==> src/rtl/eth_hdr_parser.sv <==
// Strips the 14-byte Ethernet header from a 64-bit RX stream and realigns the payload.
// Optional destination-MAC filter enabled by defining ETH_RX_MAC_FILTER_EN.
package eth_hdr_parser_pkg;
  typedef struct packed {
    logic [47:0] dst;
    logic [47:0] src;
    logic [15:0] eth_type;
  } eth_hdr_t;
endpackage

module eth_hdr_parser
  import eth_hdr_parser_pkg::*;
#(
  parameter logic [47:0] LOCAL_MAC = 48'h0,
  parameter int unsigned CNT_W     = 16
) (
  input  logic             clk,
  input  logic             rst,
  eth_hdr_parser_if.master bus,
  output logic [CNT_W-1:0] runt_frame_cnt,
  output logic [CNT_W-1:0] filtered_frame_cnt
);

  typedef enum logic [2:0] {HDR0, HDR1, HDR_OUT, PAYLOAD, FLUSH, DRAIN} state_t;

  state_t      state, state_nxt;
  eth_hdr_t    hdr_q;
  logic [15:0] carry_q;
  logic [2:0]  pad_q;

  logic        rx_rdy_c;
  logic        hdr_val_c;
  logic        pay_val_c;
  logic [63:0] pay_data_c;
  logic        pay_last_c;
  logic [2:0]  pay_pad_c;
  logic        rx_hs_c;
  logic        filt_match_c;
  logic        runt_hit_c;
  logic        filt_hit_c;

`ifdef ETH_RX_MAC_FILTER_EN
  assign filt_match_c = (hdr_q.dst != LOCAL_MAC) && (hdr_q.dst != 48'hFFFF_FFFF_FFFF);
`else
  logic unused_local_mac;
  assign unused_local_mac = ^LOCAL_MAC;
  assign filt_match_c     = 1'b0;
`endif

  assign rx_hs_c    = bus.eth_rx_data_val && rx_rdy_c;
  assign runt_hit_c = rx_hs_c && bus.eth_rx_data_last && (state == HDR0 || state == HDR1);
  assign filt_hit_c = rx_hs_c && !bus.eth_rx_data_last && (state == HDR1) && filt_match_c;

  // State register
  always_ff @(posedge clk or posedge rst) begin
    if (rst) state <= HDR0;
    else     state <= state_nxt;
  end

  // Next state and channel outputs
  always_comb begin
    state_nxt  = state;
    rx_rdy_c   = 1'b0;
    hdr_val_c  = 1'b0;
    pay_val_c  = 1'b0;
    pay_data_c = 64'h0;
    pay_last_c = 1'b0;
    pay_pad_c  = 3'd0;
    case (state)
      HDR0: begin
        rx_rdy_c = 1'b1;
        if (bus.eth_rx_data_val && !bus.eth_rx_data_last) state_nxt = HDR1;
      end
      HDR1: begin
        rx_rdy_c = 1'b1;
        if (bus.eth_rx_data_val) begin
          if (bus.eth_rx_data_last) state_nxt = HDR0;
          else if (filt_match_c)    state_nxt = DRAIN;
          else                      state_nxt = HDR_OUT;
        end
      end
      HDR_OUT: begin
        hdr_val_c = 1'b1;
        if (bus.inbound_eth_hdr_rdy) state_nxt = PAYLOAD;
      end
      PAYLOAD: begin
        rx_rdy_c   = bus.eth_payload_rdy;
        pay_val_c  = bus.eth_rx_data_val;
        pay_data_c = {carry_q, bus.eth_rx_data[63:16]};
        // Fewer than two pad bytes leaves tail bytes in carry that need a flush beat
        if (bus.eth_rx_data_last && bus.eth_rx_data_padbytes >= 3'd2) begin
          pay_last_c = 1'b1;
          pay_pad_c  = bus.eth_rx_data_padbytes - 3'd2;
        end
        if (rx_hs_c && bus.eth_rx_data_last)
          state_nxt = (bus.eth_rx_data_padbytes >= 3'd2) ? HDR0 : FLUSH;
      end
      FLUSH: begin
        pay_val_c  = 1'b1;
        pay_data_c = {carry_q, 48'h0};
        pay_last_c = 1'b1;
        pay_pad_c  = 3'd6 + pad_q;
        if (bus.eth_payload_rdy) state_nxt = HDR0;
      end
      DRAIN: begin
        rx_rdy_c = 1'b1;
        if (bus.eth_rx_data_val && bus.eth_rx_data_last) state_nxt = HDR0;
      end
      default: state_nxt = HDR0;
    endcase
  end

  // Header capture, payload carry and runt statistics
  always_ff @(posedge clk or posedge rst) begin
    if (rst) begin
      hdr_q          <= '0;
      carry_q        <= 16'h0;
      pad_q          <= 3'd0;
      runt_frame_cnt <= '0;
    end else begin
      if (rx_hs_c) begin
        case (state)
          HDR0: begin
            hdr_q.dst          <= bus.eth_rx_data[63:16];
            hdr_q.src[47:32]   <= bus.eth_rx_data[15:0];
          end
          HDR1: begin
            hdr_q.src[31:0]    <= bus.eth_rx_data[63:32];
            hdr_q.eth_type     <= bus.eth_rx_data[31:16];
            carry_q            <= bus.eth_rx_data[15:0];
          end
          PAYLOAD: begin
            carry_q <= bus.eth_rx_data[15:0];
            if (bus.eth_rx_data_last) pad_q <= bus.eth_rx_data_padbytes;
          end
          default: ;
        endcase
      end
      if (runt_hit_c && runt_frame_cnt != '1)
        runt_frame_cnt <= runt_frame_cnt + CNT_W'(1);
    end
  end

`ifdef ETH_RX_MAC_FILTER_EN
  always_ff @(posedge clk or posedge rst) begin
    if (rst) filtered_frame_cnt <= '0;
    else if (filt_hit_c && filtered_frame_cnt != '1)
      filtered_frame_cnt <= filtered_frame_cnt + CNT_W'(1);
  end
`else
  logic unused_filt_hit;
  assign unused_filt_hit    = filt_hit_c;
  assign filtered_frame_cnt = '0;
`endif

  // Ready is withheld while reset is asserted so nothing is accepted mid-reset
  assign bus.eth_rx_data_rdy      = rx_rdy_c && !rst;
  assign bus.inbound_eth_hdr_val  = hdr_val_c;
  assign bus.inbound_eth_hdr      = hdr_q;
  assign bus.eth_payload_val      = pay_val_c;
  assign bus.eth_payload_data     = pay_data_c;
  assign bus.eth_payload_last     = pay_last_c;
  assign bus.eth_payload_padbytes = pay_pad_c;

endmodule

==> src/rtl/eth_hdr_parser_if.sv <==
// Inbound frame, parsed header and realigned payload channels of the Ethernet RX header parser.
// master = parser side, slave = MAC RX FIFO / receive demux side.
interface eth_hdr_parser_if;
  logic         eth_rx_data_val;
  logic [63:0]  eth_rx_data;
  logic         eth_rx_data_last;
  logic [2:0]   eth_rx_data_padbytes;
  logic         eth_rx_data_rdy;

  logic         inbound_eth_hdr_val;
  logic [111:0] inbound_eth_hdr;
  logic         inbound_eth_hdr_rdy;

  logic         eth_payload_val;
  logic [63:0]  eth_payload_data;
  logic         eth_payload_last;
  logic [2:0]   eth_payload_padbytes;
  logic         eth_payload_rdy;

  modport master (
    input  eth_rx_data_val, eth_rx_data, eth_rx_data_last, eth_rx_data_padbytes,
    output eth_rx_data_rdy,
    output inbound_eth_hdr_val, inbound_eth_hdr,
    input  inbound_eth_hdr_rdy,
    output eth_payload_val, eth_payload_data, eth_payload_last, eth_payload_padbytes,
    input  eth_payload_rdy
  );

  modport slave (
    output eth_rx_data_val, eth_rx_data, eth_rx_data_last, eth_rx_data_padbytes,
    input  eth_rx_data_rdy,
    input  inbound_eth_hdr_val, inbound_eth_hdr,
    output inbound_eth_hdr_rdy,
    input  eth_payload_val, eth_payload_data, eth_payload_last, eth_payload_padbytes,
    output eth_payload_rdy
  );
endinterface

==> src/flat_wrapper.sv <==
// flat-port wrapper written by rule: the top's interface ports become plain ports
module eth_hdr_parser_flat import eth_hdr_parser_pkg::*;
#(
  parameter logic [47:0] LOCAL_MAC = 48'h0,
  parameter int unsigned CNT_W     = 16
)
  (clk, rst, runt_frame_cnt, filtered_frame_cnt, bus_eth_rx_data_val, bus_eth_rx_data, bus_eth_rx_data_last, bus_eth_rx_data_padbytes, bus_eth_rx_data_rdy, bus_inbound_eth_hdr_val, bus_inbound_eth_hdr, bus_inbound_eth_hdr_rdy, bus_eth_payload_val, bus_eth_payload_data, bus_eth_payload_last, bus_eth_payload_padbytes, bus_eth_payload_rdy);
  eth_hdr_parser_if bus_i ();
  input  logic clk;
  input  logic rst;
  output logic [CNT_W-1:0] runt_frame_cnt;
  output logic [CNT_W-1:0] filtered_frame_cnt;
  input wire logic [$bits(bus_i.eth_rx_data_val)-1:0] bus_eth_rx_data_val;
  input wire logic [$bits(bus_i.eth_rx_data)-1:0] bus_eth_rx_data;
  input wire logic [$bits(bus_i.eth_rx_data_last)-1:0] bus_eth_rx_data_last;
  input wire logic [$bits(bus_i.eth_rx_data_padbytes)-1:0] bus_eth_rx_data_padbytes;
  output wire logic [$bits(bus_i.eth_rx_data_rdy)-1:0] bus_eth_rx_data_rdy;
  output wire logic [$bits(bus_i.inbound_eth_hdr_val)-1:0] bus_inbound_eth_hdr_val;
  output wire logic [$bits(bus_i.inbound_eth_hdr)-1:0] bus_inbound_eth_hdr;
  input wire logic [$bits(bus_i.inbound_eth_hdr_rdy)-1:0] bus_inbound_eth_hdr_rdy;
  output wire logic [$bits(bus_i.eth_payload_val)-1:0] bus_eth_payload_val;
  output wire logic [$bits(bus_i.eth_payload_data)-1:0] bus_eth_payload_data;
  output wire logic [$bits(bus_i.eth_payload_last)-1:0] bus_eth_payload_last;
  output wire logic [$bits(bus_i.eth_payload_padbytes)-1:0] bus_eth_payload_padbytes;
  input wire logic [$bits(bus_i.eth_payload_rdy)-1:0] bus_eth_payload_rdy;
  assign bus_i.eth_rx_data_val = bus_eth_rx_data_val;
  assign bus_i.eth_rx_data = bus_eth_rx_data;
  assign bus_i.eth_rx_data_last = bus_eth_rx_data_last;
  assign bus_i.eth_rx_data_padbytes = bus_eth_rx_data_padbytes;
  assign bus_eth_rx_data_rdy = bus_i.eth_rx_data_rdy;
  assign bus_inbound_eth_hdr_val = bus_i.inbound_eth_hdr_val;
  assign bus_inbound_eth_hdr = bus_i.inbound_eth_hdr;
  assign bus_i.inbound_eth_hdr_rdy = bus_inbound_eth_hdr_rdy;
  assign bus_eth_payload_val = bus_i.eth_payload_val;
  assign bus_eth_payload_data = bus_i.eth_payload_data;
  assign bus_eth_payload_last = bus_i.eth_payload_last;
  assign bus_eth_payload_padbytes = bus_i.eth_payload_padbytes;
  assign bus_i.eth_payload_rdy = bus_eth_payload_rdy;
  eth_hdr_parser #(.LOCAL_MAC(LOCAL_MAC), .CNT_W(CNT_W)) u_core (.clk(clk), .rst(rst), .bus(bus_i), .runt_frame_cnt(runt_frame_cnt), .filtered_frame_cnt(filtered_frame_cnt));
endmodule
==> config.mk <==
export PLATFORM = sky130hd
export DESIGN_NAME = eth_hdr_parser_flat
export DESIGN_NICKNAME = d
export VERILOG_FILES = /design/src/rtl/eth_hdr_parser.sv /design/src/rtl/eth_hdr_parser_if.sv /design/src/flat_wrapper.sv
export SDC_FILE = /design/constraint.sdc
export NUM_CORES = 1
export LEC_CHECK = 0
export BUFFER_PORTS_ARGS = -buffer_cell sky130_fd_sc_hd__buf_4
export CORE_ASPECT_RATIO = 0.6
export CORE_MARGIN = 3
export CORE_UTILIZATION = 40
export DETAILED_ROUTE_END_ITERATION = 10
export PLACE_DENSITY = 0.75
export SYNTH_ARGS = -nofsm -noshare
export SYNTH_HDL_FRONTEND = slang
export SYNTH_SLANG_ARGS = --single-unit
==> constraint.sdc <==
create_clock -name clk -period 14.5 [get_ports clk]
set_input_delay 2.175 -clock clk [delete_from_list [all_inputs] [get_ports clk]]
set_output_delay 2.175 -clock clk [all_outputs]
set_load 0.1 [all_outputs]
Word level (Yosys, flattened, before mapping)
Cells that the tools add are included.
{"block": "classes", "addsub": 3, "n_lt_le_gt_ge": 1, "n_eq_ne": 12, "muxes": 17, "reduce_logical": 19}
{"operator": "$pmux W64 S2", "n": 1}
{"operator": "$mux W3", "n": 8}
{"operator": "$pmux W3 S6", "n": 1}
{"operator": "$add A16 B1 Y16 const B", "n": 1}
{"operator": "$ne A16 B16 Y1 const B", "n": 1}
{"operator": "$logic_and A1 B1 Y1", "n": 8}
{"operator": "$ne A2 B2 Y1 const B", "n": 4}
{"operator": "$eq A3 B2 Y1 const B", "n": 2}
{"operator": "$eq A3 B3 Y1 const B", "n": 2}
{"operator": "$pmux W1 S2", "n": 3}
{"operator": "$pmux W3 S2", "n": 1}
{"operator": "$reduce_and A2 Y1", "n": 3}
{"operator": "$reduce_and A6 Y1", "n": 1}
{"operator": "$ne A2 B1 Y1 const B", "n": 2}
{"operator": "$add A3 B3 Y3 const A", "n": 1}
{"operator": "$eq A3 B1 Y1 const B", "n": 1}
{"operator": "$ge A3 B2 Y1 const B", "n": 1}
{"operator": "$logic_not A3 Y1", "n": 1}
{"operator": "$reduce_and A3 Y1", "n": 1}
{"operator": "$reduce_or A3 Y1", "n": 1}
{"operator": "$sub A3 B2 Y3 const B", "n": 1}
{"operator": "$logic_not A1 Y1", "n": 2}
{"operator": "$mux W1", "n": 2}
{"operator": "$mux W2", "n": 1}
{"operator": "2 further kinds", "n": 2}
{"block": "word_totals", "reg_bits": 150, "in_bits": 73, "out_inout_bits": 215, "wordCells": 60}

Longest topological paths before layout
Gate-level depths: netlist of the first run.
{"block": "logic_depth", "ltp_word": 7, "mapped_depth": 5, "mapped_depth_nobuf": 5}

Least setup slack after synthesis of the first run
Ideal clock, no wire load.
{"block": "synth_path", "path_kind": "input to output", "start": "input bus_eth_rx_data_padbytes[1]", "end": "output bus_eth_payload_padbytes[0]", "arrival_ns": 4.096, "required_ns": 12.325, "slack_ns": 8.229, "cell_stages": 4, "path_buffers": 0, "cell_sequence": "inv_1 -> ha_1 -> nand3b_1 -> o22ai_1"}
{"block": "synth_between", "elab_chain_cells": 4}
{"item": "from (decl)", "line": "flat_wrapper.sv:16", "source": "input wire logic [$bits(bus_i.eth_rx_data_padbytes)-1:0] bus_eth_rx_data_padbytes;"}
{"item": "$ge A3 B2 Y1", "line": "eth_hdr_parser.sv:91", "source": "if (bus.eth_rx_data_last && bus.eth_rx_data_padbytes >= 3'd2) begin"}
{"item": "$logic_and A1 B1 Y1", "line": "eth_hdr_parser.sv:91"}
{"item": "$mux W3", "line": "eth_hdr_parser.sv:91"}
{"item": "$pmux W3 S2", "line": "eth_hdr_parser.sv:69", "source": "case (state)"}
{"item": "to (decl)", "line": "flat_wrapper.sv:24", "source": "output wire logic [$bits(bus_i.eth_payload_padbytes)-1:0] bus_eth_payload_padbytes;"}
No other way between the ends.

Worst setup path in the final report of the first run
{"block": "layout_path", "start": "input bus_eth_rx_data_padbytes[1]", "end": "output bus_eth_payload_padbytes[2]"}
{"block": "layout_between", "elab_chain_cells": 4, "elab_cells_between_ends": 5, "classes_between": "add/sub: 1; order compare: 1; mux: 2; reduce/logical: 1"}
{"item": "$ge A3 B2 Y1", "line": "eth_hdr_parser.sv:91"}
{"item": "$logic_and A1 B1 Y1", "line": "eth_hdr_parser.sv:91"}
{"item": "$mux W3 *", "line": "eth_hdr_parser.sv:91"}
{"item": "$pmux W3 S2 *", "line": "eth_hdr_parser.sv:69"}
Mark *: on every way between the ends. The rest lies on a longest branch, timed or not.

==> results of run 1 <==
[registers in the layout, summed over array words and instances (netlist names)]
| register | count |
|---|---|
| u_core.state | 3 |
| u_core.runt_frame_cnt | 16 |
| u_core.pad_q | 3 |
| u_core.carry_q | 16 |
| u_core.bus.inbound_eth_hdr | 112 |
[Yosys cell counts, types with 2 or more instances]
library cell                  n
sky130_fd_sc_hd__buf_2        9
sky130_fd_sc_hd__mux2_2     131
sky130_fd_sc_hd__and4_1       3
sky130_fd_sc_hd__nor3_1       5
sky130_fd_sc_hd__a211oi_1     2
sky130_fd_sc_hd__and2_1      48
sky130_fd_sc_hd__nand4_1      4
sky130_fd_sc_hd__nor3b_1      2
sky130_fd_sc_hd__nand3_1      4
sky130_fd_sc_hd__buf_4       23
sky130_fd_sc_hd__inv_1       10
sky130_fd_sc_hd__xnor2_1      2
sky130_fd_sc_hd__nor4_1       2
sky130_fd_sc_hd__clkbuf_1     8
sky130_fd_sc_hd__xor2_1      14
sky130_fd_sc_hd__ha_1         2
sky130_fd_sc_hd__nand3b_1     2
sky130_fd_sc_hd__nor2b_1     18
sky130_fd_sc_hd__nor2_1       7
sky130_fd_sc_hd__o22ai_1      4
sky130_fd_sc_hd__dfrtp_1    150
sky130_fd_sc_hd__a21oi_1      4
sky130_fd_sc_hd__a2111oi_4    3
sky130_fd_sc_hd__nand2_1      9
sky130_fd_sc_hd__a31oi_1      2
[stage by stage]
step / hold slack [ns] / instances / area (µm²)
final: 0.501 / 973 / 9350
after global routing: 0.515 / 973 / 9350
after CTS: 0.503 / 973 / 9350
after detailed placement: 0.487 / 941 / 8780
after global placement: 0.483 / 941 / 8780
after floorplan: 0.473 / 502 / 6680
[path summary, 6_finish.rpt]
check	from	endpoint	slack (ns)
worst min register to register	u_core.carry_q[12]	u_core.carry_q[12]	0.50
worst min-delay path	u_core.carry_q[12]	u_core.carry_q[12]	0.50
min in group asynchronous	rst	u_core.bus.inbound_eth_hdr[63]	1.85
worst max-delay path	bus_eth_rx_data_padbytes[1]	bus_eth_payload_padbytes[2]	9.02
max in group asynchronous	rst	u_core.bus.inbound_eth_hdr[86]	11.15
worst max register to register	u_core.state[2]	u_core.bus.inbound_eth_hdr[2]	12.25
[metal layers]
layer  wire length [µm]  vias to the layer above
met4                131                        0
met3               1480                       12
met2               8470                      191
met5                  0                        -
li1                   -                     2198
met1               7170                     2371
[cell families (layout without fill, tap and decap cells)]
| kind of cell | count (synthesis) | count (layout) | synth area share |
|---|---|---|---|
| fa+ha+maj | 2 | 2 | 0.00378 |
| xor+xnor | 16 | 16 | 0.0212 |
| mux | 132 | 132 | 0.224 |
| compound gates | 22 | 22 | 0.0316 |
| buf+inv | 51 | 319 | 0.0448 |
| flops | 150 | 150 | 0.567 |
| other cells | 1 | 16 | 0.000566 |
| simple gates | 113 | 113 | 0.107 |
[cell usage in the layout, fill, tap and decap left out, types with 3 or more instances in the layout]
cell type and instances:
sky130_fd_sc_hd__dfrtp_1 150, sky130_fd_sc_hd__o22ai_1 4, sky130_fd_sc_hd__inv_1 9, sky130_fd_sc_hd__nor2b_1 18
sky130_fd_sc_hd__mux2_2 131, sky130_fd_sc_hd__conb_1 16, sky130_fd_sc_hd__and4_1 3, sky130_fd_sc_hd__nand3_1 4
sky130_fd_sc_hd__buf_4 277, sky130_fd_sc_hd__and2_1 48, sky130_fd_sc_hd__nand2_1 9, sky130_fd_sc_hd__nand4_1 4
sky130_fd_sc_hd__clkinvlp_4 3, sky130_fd_sc_hd__clkbuf_16 17, sky130_fd_sc_hd__inv_6 6, sky130_fd_sc_hd__nor2_1 6
sky130_fd_sc_hd__nor3_1 5, sky130_fd_sc_hd__xor2_1 14, sky130_fd_sc_hd__a21oi_1 4, sky130_fd_sc_hd__a2111oi_4 3
[final cells by class]
class / count / area, µm²
inverter: 10 / 42.5
fill: 1278 / 6420
tap: 203 / 254
sequential: 150 / 3750
clock buffer: 18 / 429
timing repair buffer: 277 / 2080
multi-input combinational: 301 / 2650
clock inverter: 14 / 141
==> impl_metrics.json, run 1 <==
{
  "run_status": "complete, no violations",
  "rsz_0062_raised_after_global_routing": "false",
  "design.core.area_um2": 15800,
  "via_per_inst": 4.90,
  "finalCoreUtilization": 0.593,
  "synthesis.area_um2": 6620,
  "num_antenna_cells": 0,
  "die_area_um2": 18200,
  "clock_transition_at_the_registers_of_the_reported_paths_ns": 0.07,
  "drt-pass1-iter-count": 4,
  "cts.hold.buffers_added": 0,
  "use_met2": 0.307,
  "cp_cell_sequence": "buf_4 -> inv_1 -> ha_1 -> nand3b_1 -> o22ai_1 -> buf_4",
  "finalNetCount": 832,
  "synth_top_cells_by_area": "sky130_fd_sc_hd__dfrtp_1 (57%), sky130_fd_sc_hd__mux2_2 (22%), sky130_fd_sc_hd__and2_1 (4.5%), sky130_fd_sc_hd__buf_4 (2.6%), sky130_fd_sc_hd__xor2_1 (1.9%)",
  "worstMarginPinSlew_ns": 1.03,
  "critical_path.most_common_cell": "sky130_fd_sc_hd__buf_4",
  "drc": 0,
  "grt_first_pass_wirelength_um": 26900,
  "synth-edff-count": 0,
  "synth_top_cell_area_share": 0.567,
  "worst_ep_required_time_ns": 12.32,
  "drtAntennaViolNets": 0,
  "clk_path_buf_depth": 2,
  "criticalPathCategory": "primary input to output pin",
  "final-max-slew-violation-count": 0,
  "worst-path-buf-inv": 3,
  "first_global_vias": 5080,
  "initial_antenna_violation_count": 0,
  "gr-usage-met3": 0.0648,
  "skew_ns": 0.0132,
  "initial_utilization": 0.420,
  "clockRootBuffer": "sky130_fd_sc_hd__clkbuf_16",
  "drv.max_cap_violation_count": 0,
  "dpl.hpwl_um": 12600,
  "cts_setup_buffers": 0,
  "globalplace.congestion": 0.817,
  "route.vias.total": 4772,
  "post-synth-top-area-cell": "sky130_fd_sc_hd__dfrtp_1",
  "post-route-min-period_ns": 5.48,
  "worst_slack_ns": 9.02,
  "timing.critical_path.depth": 6,
  "dominantRegCellSynth": "sky130_fd_sc_hd__dfrtp_1",
  "io_pins": 288,
  "timing.final.crit_share": 0.378,
  "min_path_cells": 1,
  "grt_overflow": 0,
  "fmax_ghz": 0.182,
  "yosysWarnings": 0,
  "critPathCaptureType": "output pin",
  "grt_util_met1": 0.233,
  "timing.slew.headroom": 0.313,
  "grt_max_degree": 83,
  "groute.usage.overall": 0.188,
  "drt-wirelength-per-cell_um": 17.7,
  "hold_path_class": "register to register",
  "numCtsBuffers": 17,
  "avg_inst_size_synth_um2": 13.6,
  "synth_seq_area_share": 0.567,
  "timing_hold_violations_final": 0,
  "worstSkewPairLatency_ns": 0.41,
  "grt.busiest_layer": "met2",
  "signal_arrival_time_at_the_worst_endpoint_ns": 3.31,
  "dp_worst_setup_slack_ns": 9.02,
  "cts_repair_resize_count": 0,
  "initialDrtViolationCount": 268,
  "ys_async_rst_share": 1.00,
  "timing.final.setup_violations": 0,
  "critical_path.max_stage_delay_ns": 0.32,
  "crit_path_max_fanout": 4,
  "synth_cell_type_count": 44,
  "area_grow_syn2layout_pct": 41.2,
  "io_buffer_count": 271,
  "tritoncts": "done",
  "clock_tree.htree_level_count": 4,
  "crit_family": "buffers and inverters",
  "rows": 35,
  "timing.setup.tns_ns": 0,
  "postSynthRegisterBits": 150,
  "crit_slowest_cell": "sky130_fd_sc_hd__buf_4",
  "postSynthCellCount": 487,
  "numClockSinks": 150,
  "startpoint_type": "primary input",
  "reg2reg_depth": 4,
  "drt-total-wl_um": 17300,
  "drive_above_1_share": 0.587,
  "horizontal_die_dimension_um": 172,
  "floorplan.die.height_um": 106
}
Power of run 1 is left out: the tool's default activity adds up to more than one toggle a clock period on the data nets, which glitch-free logic cannot reach.
==> run 2: changes to the inputs <==
--- a/config.mk
+++ b/config.mk
@@ -5,12 +5,13 @@
 export SDC_FILE = /design/constraint.sdc
 export NUM_CORES = 1
 export LEC_CHECK = 0
+export ABC_AREA = 1
 export BUFFER_PORTS_ARGS = -buffer_cell sky130_fd_sc_hd__buf_4
 export CORE_ASPECT_RATIO = 0.6
 export CORE_MARGIN = 3
 export CORE_UTILIZATION = 40
 export DETAILED_ROUTE_END_ITERATION = 10
-export PLACE_DENSITY = 0.75
+export PLACE_DENSITY = 0.78
 export SYNTH_ARGS = -nofsm -noshare
 export SYNTH_HDL_FRONTEND = slang
 export SYNTH_SLANG_ARGS = --single-unit
==> constraint.sdc (replaced) <==
create_clock -name clk -period 4.9 [get_ports clk]
set_input_delay 0.735 -clock clk [delete_from_list [all_inputs] [get_ports clk]]
set_output_delay 0.735 -clock clk [all_outputs]
set_load 0.1 [all_outputs]
==> run 2 against run 1 <==
  * Clock skew decreased by 0.0035 ns
  * Clock-buffer cell count did not move
  * Register-to-register slack got worse by 9.5 ns
  * Area after synthesis grew 2.0%
  * Largest cell class unchanged
==> impl_metrics.json, run 2 <==
{
  "avg_inst_size_synth_um2": 8.66,
  "synth_cell_type_count": 30,
  "clock_transition_at_the_registers_of_the_reported_paths_ns": 0.07,
  "dominantRegCellSynth": "sky130_fd_sc_hd__dfrtp_1",
  "signal_arrival_time_at_the_worst_endpoint_ns": 2.59,
  "r2r-end": "u_core.carry_q[4]",
  "globalplace.congestion": 0.843,
  "drive_above_1_share": 0.337,
  "post-route-min-period_ns": 3.33,
  "via_per_inst": 4.60,
  "initialDrtViolationCount": 517,
  "synth_top_cells_by_area": "sky130_fd_sc_hd__dfrtp_1 (56%), sky130_fd_sc_hd__nand2_1 (11%), sky130_fd_sc_hd__o21ai_0 (8.4%), sky130_fd_sc_hd__nor2_1 (4.7%), sky130_fd_sc_hd__inv_1 (4.7%)",
  "grt_max_degree": 97,
  "area_grow_syn2layout_pct": 39.5,
  "run_status": "complete, no violations",
  "yosysWarnings": 0,
  "cts_repair_resize_count": 0,
  "reg2reg_depth": 7,
  "drtAntennaViolNets": 0,
  "groute.usage.overall": 0.196,
  "timing.slew.headroom": 0.204,
  "timing.final.crit_share": 0.679,
  "postSynthCellCount": 780,
  "timing.final.setup_violations": 0,
  "layout_commonest_cell": "sky130_fd_sc_hd__buf_4",
  "drt-pass1-iter-count": 4,
  "numClockSinks": 150,
  "rsz_0062_raised_after_global_routing": "false",
  "synth-edff-count": 0,
  "ys_async_rst_share": 1.00,
  "grt_util_met1": 0.277,
  "horizontal_die_dimension_um": 174,
  "leading_cell_types_in_the_layout_fill_and_taps_excluded": "sky130_fd_sc_hd__buf_4 (276), sky130_fd_sc_hd__nand2_1 (193), sky130_fd_sc_hd__dfrtp_1 (150)",
  "postSynthRegisterBits": 150,
  "critPathCaptureType": "output pin",
  "use_met2": 0.308,
  "design.core.area_um2": 16400,
  "timing_hold_violations_final": 0,
  "worst_ep_required_time_ns": 4.16,
  "clock_tree.htree_level_count": 4,
  "final-max-slew-violation-count": 0,
  "worstSkewPairLatency_ns": 0.41,
  "io_buffer_count": 271,
  "synth_seq_area_share": 0.556,
  "drc": 0,
  "synth.top_cells.by_count": "sky130_fd_sc_hd__nand2_1 (193), sky130_fd_sc_hd__dfrtp_1 (150), sky130_fd_sc_hd__o21ai_0 (114)",
  "grt_overflow": 0,
  "grt.busiest_layer": "met2",
  "cts.hold.buffers_added": 0,
  "route.vias.total": 5879,
  "synthesis.area_um2": 6760,
  "clk_path_buf_depth": 2,
  "reg2reg_from": "u_core.state[2]",
  "gr-usage-met3": 0.0531,
  "first_global_vias": 5491,
  "floorplan.die.height_um": 107,
  "count_of_fill_cells_added_during_filler_insertion": 1499,
  "startpoint_type": "register",
  "crit_path_max_fanout": 53,
  "worstMarginPinSlew_ns": 1.19,
  "fmax_ghz": 0.301,
  "synth_top_cell_area_share": 0.556,
  "num_antenna_cells": 0,
  "cts_setup_buffers": 0,
  "die_area_um2": 18500,
  "timing.setup.tns_ns": 0,
  "post-synth-top-area-cell": "sky130_fd_sc_hd__dfrtp_1",
  "drt-total-wl_um": 18500,
  "drt-wirelength-per-cell_um": 14.4,
  "io_pins": 288,
  "synthMostInstantiatedCell": "sky130_fd_sc_hd__nand2_1",
  "dpl.hpwl_um": 13500,
  "clockRootBuffer": "sky130_fd_sc_hd__clkbuf_16",
  "initial_utilization": 0.412,
  "regToRegSetupSlack_ns": 2.75,
  "grt_first_pass_wirelength_um": 29400,
  "finalNetCount": 1113,
  "criticalPathCategory": "register to output pin",
  "max_reg_flops": 112,
  "numCtsBuffers": 17,
  "final-seq-area_um2": 3750,
  "skew_ns": 0.00971,
  "initial_antenna_violation_count": 0,
  "drv.max_cap_violation_count": 0,
  "multiInputGateArea_um2": 2400,
  "hold_path_class": "primary input to asynchronous set/reset pin",
  "tritoncts": "done",
  "rows": 36
}
-- run 2: cell types whose count changed after synthesis, sizes merged, moves of 5 or more --
cell   previous run  this run
nor3              5         0
inv              10        90
mux2            131        16
nor2              7        92
xor2             14         4
and2             48         0
buf              33        42
nor2b            18         0
nand2             9       207
o21ai             1       134
nand3             5        12
-- run 2: cells by family after synthesis --
| group | synth area share |
|---|---|
| and+or+nand+nor | 0.198 |
| buffers and inverters | 0.0980 |
| other | 0.000555 |
| xor gates and xnor gates | 0.0104 |
| adders and majority gates | 0.00370 |
| muxes | 0.0267 |
| AOI/OAI and AO/OA | 0.107 |
| DFF | 0.556 |
-- run 2: worst max-delay path by stage --
stage	slack (ns)	start	end
after detailed placement	1.96	u_core.state[0]	bus_eth_payload_data[55]
after floorplan	0.13	rst	u_core.bus.inbound_eth_hdr[0]
final	1.57	u_core.state[0]	bus_eth_payload_data[55]
after global placement	2.06	u_core.state[0]	bus_eth_payload_data[53]
after global routing	1.31	u_core.state[0]	bus_eth_payload_data[61]
after CTS	1.50	u_core.state[0]	bus_eth_payload_data[55]
-- run 2: critical path, cell delays in order (launching register included) --
cell                      delay [ns]
sky130_fd_sc_hd__dfrtp_1        0.48
sky130_fd_sc_hd__inv_2          0.11
sky130_fd_sc_hd__nor2_2         0.04
sky130_fd_sc_hd__inv_2          0.09
sky130_fd_sc_hd__nor2_4         0.05
sky130_fd_sc_hd__inv_2          0.65
sky130_fd_sc_hd__nand2_1        0.14
sky130_fd_sc_hd__inv_2          0.28
sky130_fd_sc_hd__nor2_1         0.09
sky130_fd_sc_hd__buf_4          0.24
-- run 2: layout make-up --
class	count	area share
inverters	91	0.0371
flip-flops and latches	150	0.398
well taps	228	0.0303
repair buffers	276	0.220
clock inverters	14	0.0143
clock buffers	18	0.0456
multi-input cells	502	0.254
-- run 2: layer usage --
metal	vias to the layer above	routed length, µm
li1	2927	-
met1	2757	8630
met2	186	8550
met3	9	1230
met4	0	72
met5	-	0
-- run 2: per-stage QoR --
step                       util  hold WS, ns  worst slack, ns  area (µm²)  std cells
after CTS                 0.575        0.334             1.50        9420       1279
after global placement    0.540        0.468             2.06        8860       1247
final                     0.575        0.329             1.57        9420       1279
after floorplan               -        0.484            0.129        6810        795
after global routing      0.575        0.347             1.31        9420       1279
after detailed placement  0.540        0.474             1.96        8860       1247
Power of run 2 is left out for the same reason.
==> run 3: changes to the inputs <==
==> constraint.sdc (replaced) <==
create_clock -name clk -period 2.8 [get_ports clk]
set_input_delay 0.42 -clock clk [delete_from_list [all_inputs] [get_ports clk]]
set_output_delay 0.42 -clock clk [all_outputs]
set_load 0.1 [all_outputs]
==> run 3 against run 2 <==
  * Cell count rose by 0.23%
  * Clock skew increased by 0.0037 ns
  * Sequential cell count unchanged
  * Global-route usage fell by 0.12 points
  * Core utilization rose by 0.44 points
  * First-iteration DRC count decreased by 35%
  * Sequential share of layout area decreased by 0.29 points
  * Cell area up 0.77%
  * Critical endpoint is now bus_eth_payload_data[34]
==> impl_metrics.json, run 3 (same netlist as run 2, synthesis figures left out) <==
{
  "run_status": "complete, no violations",
  "critical_path.max_stage_delay_ns": 0.49,
  "horizontal_die_dimension_um": 174,
  "drc": 0,
  "final_cells": 1282,
  "criticalPathCategory": "register to output pin",
  "fmax_ghz": 0.394,
  "clk_path_buf_depth": 2,
  "cts_setup_buffers": 0,
  "gr-usage-met3": 0.0591,
  "numClockSinks": 150,
  "timing.final.setup_violations": 0,
  "use_met2": 0.310,
  "finalNetCount": 1116,
  "clock_transition_at_the_registers_of_the_reported_paths_ns": 0.07,
  "grt_overflow": 0,
  "r2r-end": "u_core.runt_frame_cnt[15]",
  "timing.slew.headroom": 0.574,
  "die_area_um2": 18500,
  "drv.max_cap_violation_count": 0,
  "place_inst": 1250,
  "clockRootBuffer": "sky130_fd_sc_hd__clkbuf_16",
  "rows": 36,
  "post-route-min-period_ns": 2.54,
  "grt_max_degree": 97,
  "timing.final.crit_share": 0.906,
  "timing_hold_violations_final": 0,
  "via_per_inst": 4.61,
  "io_pins": 288,
  "critPathCaptureType": "output pin",
  "dpl.hpwl_um": 13300,
  "skew_ns": 0.0134,
  "worstMarginPinSlew_ns": 0.639,
  "startpoint_type": "register",
  "route.vias.total": 5908,
  "io_buffer_count": 271,
  "area_grow_syn2layout_pct": 40.5,
  "first_global_vias": 5557,
  "crit_path_max_fanout": 48,
  "drive_above_1_share": 0.343,
  "design.core.area_um2": 16400,
  "hold_path_class": "primary input to asynchronous set/reset pin",
  "fin_hold_ws_ns": 0.0844,
  "tritoncts": "done",
  "drt-total-wl_um": 18300,
  "regToRegSetupSlack_ns": 0.94,
  "final-max-slew-violation-count": 0,
  "num_antenna_cells": 0,
  "grt_first_pass_wirelength_um": 29400,
  "drt-pass1-iter-count": 5,
  "clock_tree.htree_level_count": 4,
  "drtAntennaViolNets": 0,
  "initial_antenna_violation_count": 0,
  "worst-path-buf-inv": 4,
  "layout_commonest_cell": "sky130_fd_sc_hd__buf_4",
  "initialDrtViolationCount": 337,
  "worst_ep_required_time_ns": 2.38,
  "finalCoreUtilization": 0.579,
  "grt_util_met1": 0.267,
  "signal_arrival_time_at_the_worst_endpoint_ns": 2.12,
  "crit_slowest_cell": "sky130_fd_sc_hd__dfrtp_1",
  "leading_cell_types_in_the_layout_fill_and_taps_excluded": "sky130_fd_sc_hd__buf_4 (276), sky130_fd_sc_hd__nand2_1 (193), sky130_fd_sc_hd__dfrtp_1 (149)",
  "rsz_0062_raised_after_global_routing": "false",
  "globalplace.congestion": 0.870,
  "worstSkewPairLatency_ns": 0.41,
  "reg2reg_depth": 8,
  "crit_family": "buffers and inverters",
  "groute.usage.overall": 0.194,
  "floorplan.die.height_um": 107,
  "cp_cell_sequence": "nor2_2 -> inv_2 -> nor2_4 -> inv_2 -> buf_4 -> nor2_1 -> buf_4",
  "initial_utilization": 0.412,
  "grt.busiest_layer": "met2",
  "reg2reg_from": "u_core.runt_frame_cnt[0]",
  "numCtsBuffers": 17,
  "max_reg_flops": 112,
  "drt-wirelength-per-cell_um": 14.3
}
-- run 3: changes by cell type in the layout (fill, tap and decap cells not counted), sizes merged --
cell    delta
buf        +3
clkinv     +1
inv        -1
-- run 3: through the flow --
stage | TNS (ns) | cell area [µm²] | setup slack (ns)
global placement | 0 | 8920 | 0.745
finish | 0 | 9490 | 0.263
detailed placement | 0 | 8920 | 0.664
global route | 0 | 9490 | 0.0703
floorplan | -0.426 | 6820 | -0.0405
CTS | 0 | 9490 | 0.192
-- run 3: metal layers --
layer	up-vias	wire (µm)	share of wire
li1	2925	-	-
met4	0	72	0.0039
met3	6	1300	0.071
met5	-	0	0
met1	2780	8400	0.46
met2	197	8520	0.47
-- run 3: worst max-delay path by stage --
stage                                from                           to  slack (ns)  depth (start not counted)
after CTS                 u_core.state[0]     bus_eth_payload_data[24]        0.19                          8
after global placement    u_core.state[0]     bus_eth_payload_data[39]        0.75                          8
final                     u_core.state[2]     bus_eth_payload_data[34]        0.26                          7
after global routing      u_core.state[2]     bus_eth_payload_data[23]        0.07                          7
after floorplan           u_core.state[2]  bus_eth_payload_padbytes[0]       -0.04                          6
after detailed placement  u_core.state[0]     bus_eth_payload_data[24]        0.66                          8
-- run 3: layout make-up --
type	count	area (µm²)
flip-flops and latches	150	3750
multi-input cells	502	2400
fillers	1463	6900
clock inverters	14	133
clock buffers	18	439
repair buffers	279	2130
inverters	91	348
well taps	228	285
-- run 3: what timing repair did --
| item | CTS | global route |
|---|---|---|
| resized for setup | 0 | 1 |
| endpoints found under the setup margin | 0 | 1 |
| hold buffers | 0 | 0 |
Power of run 3 is left out for the same reason.
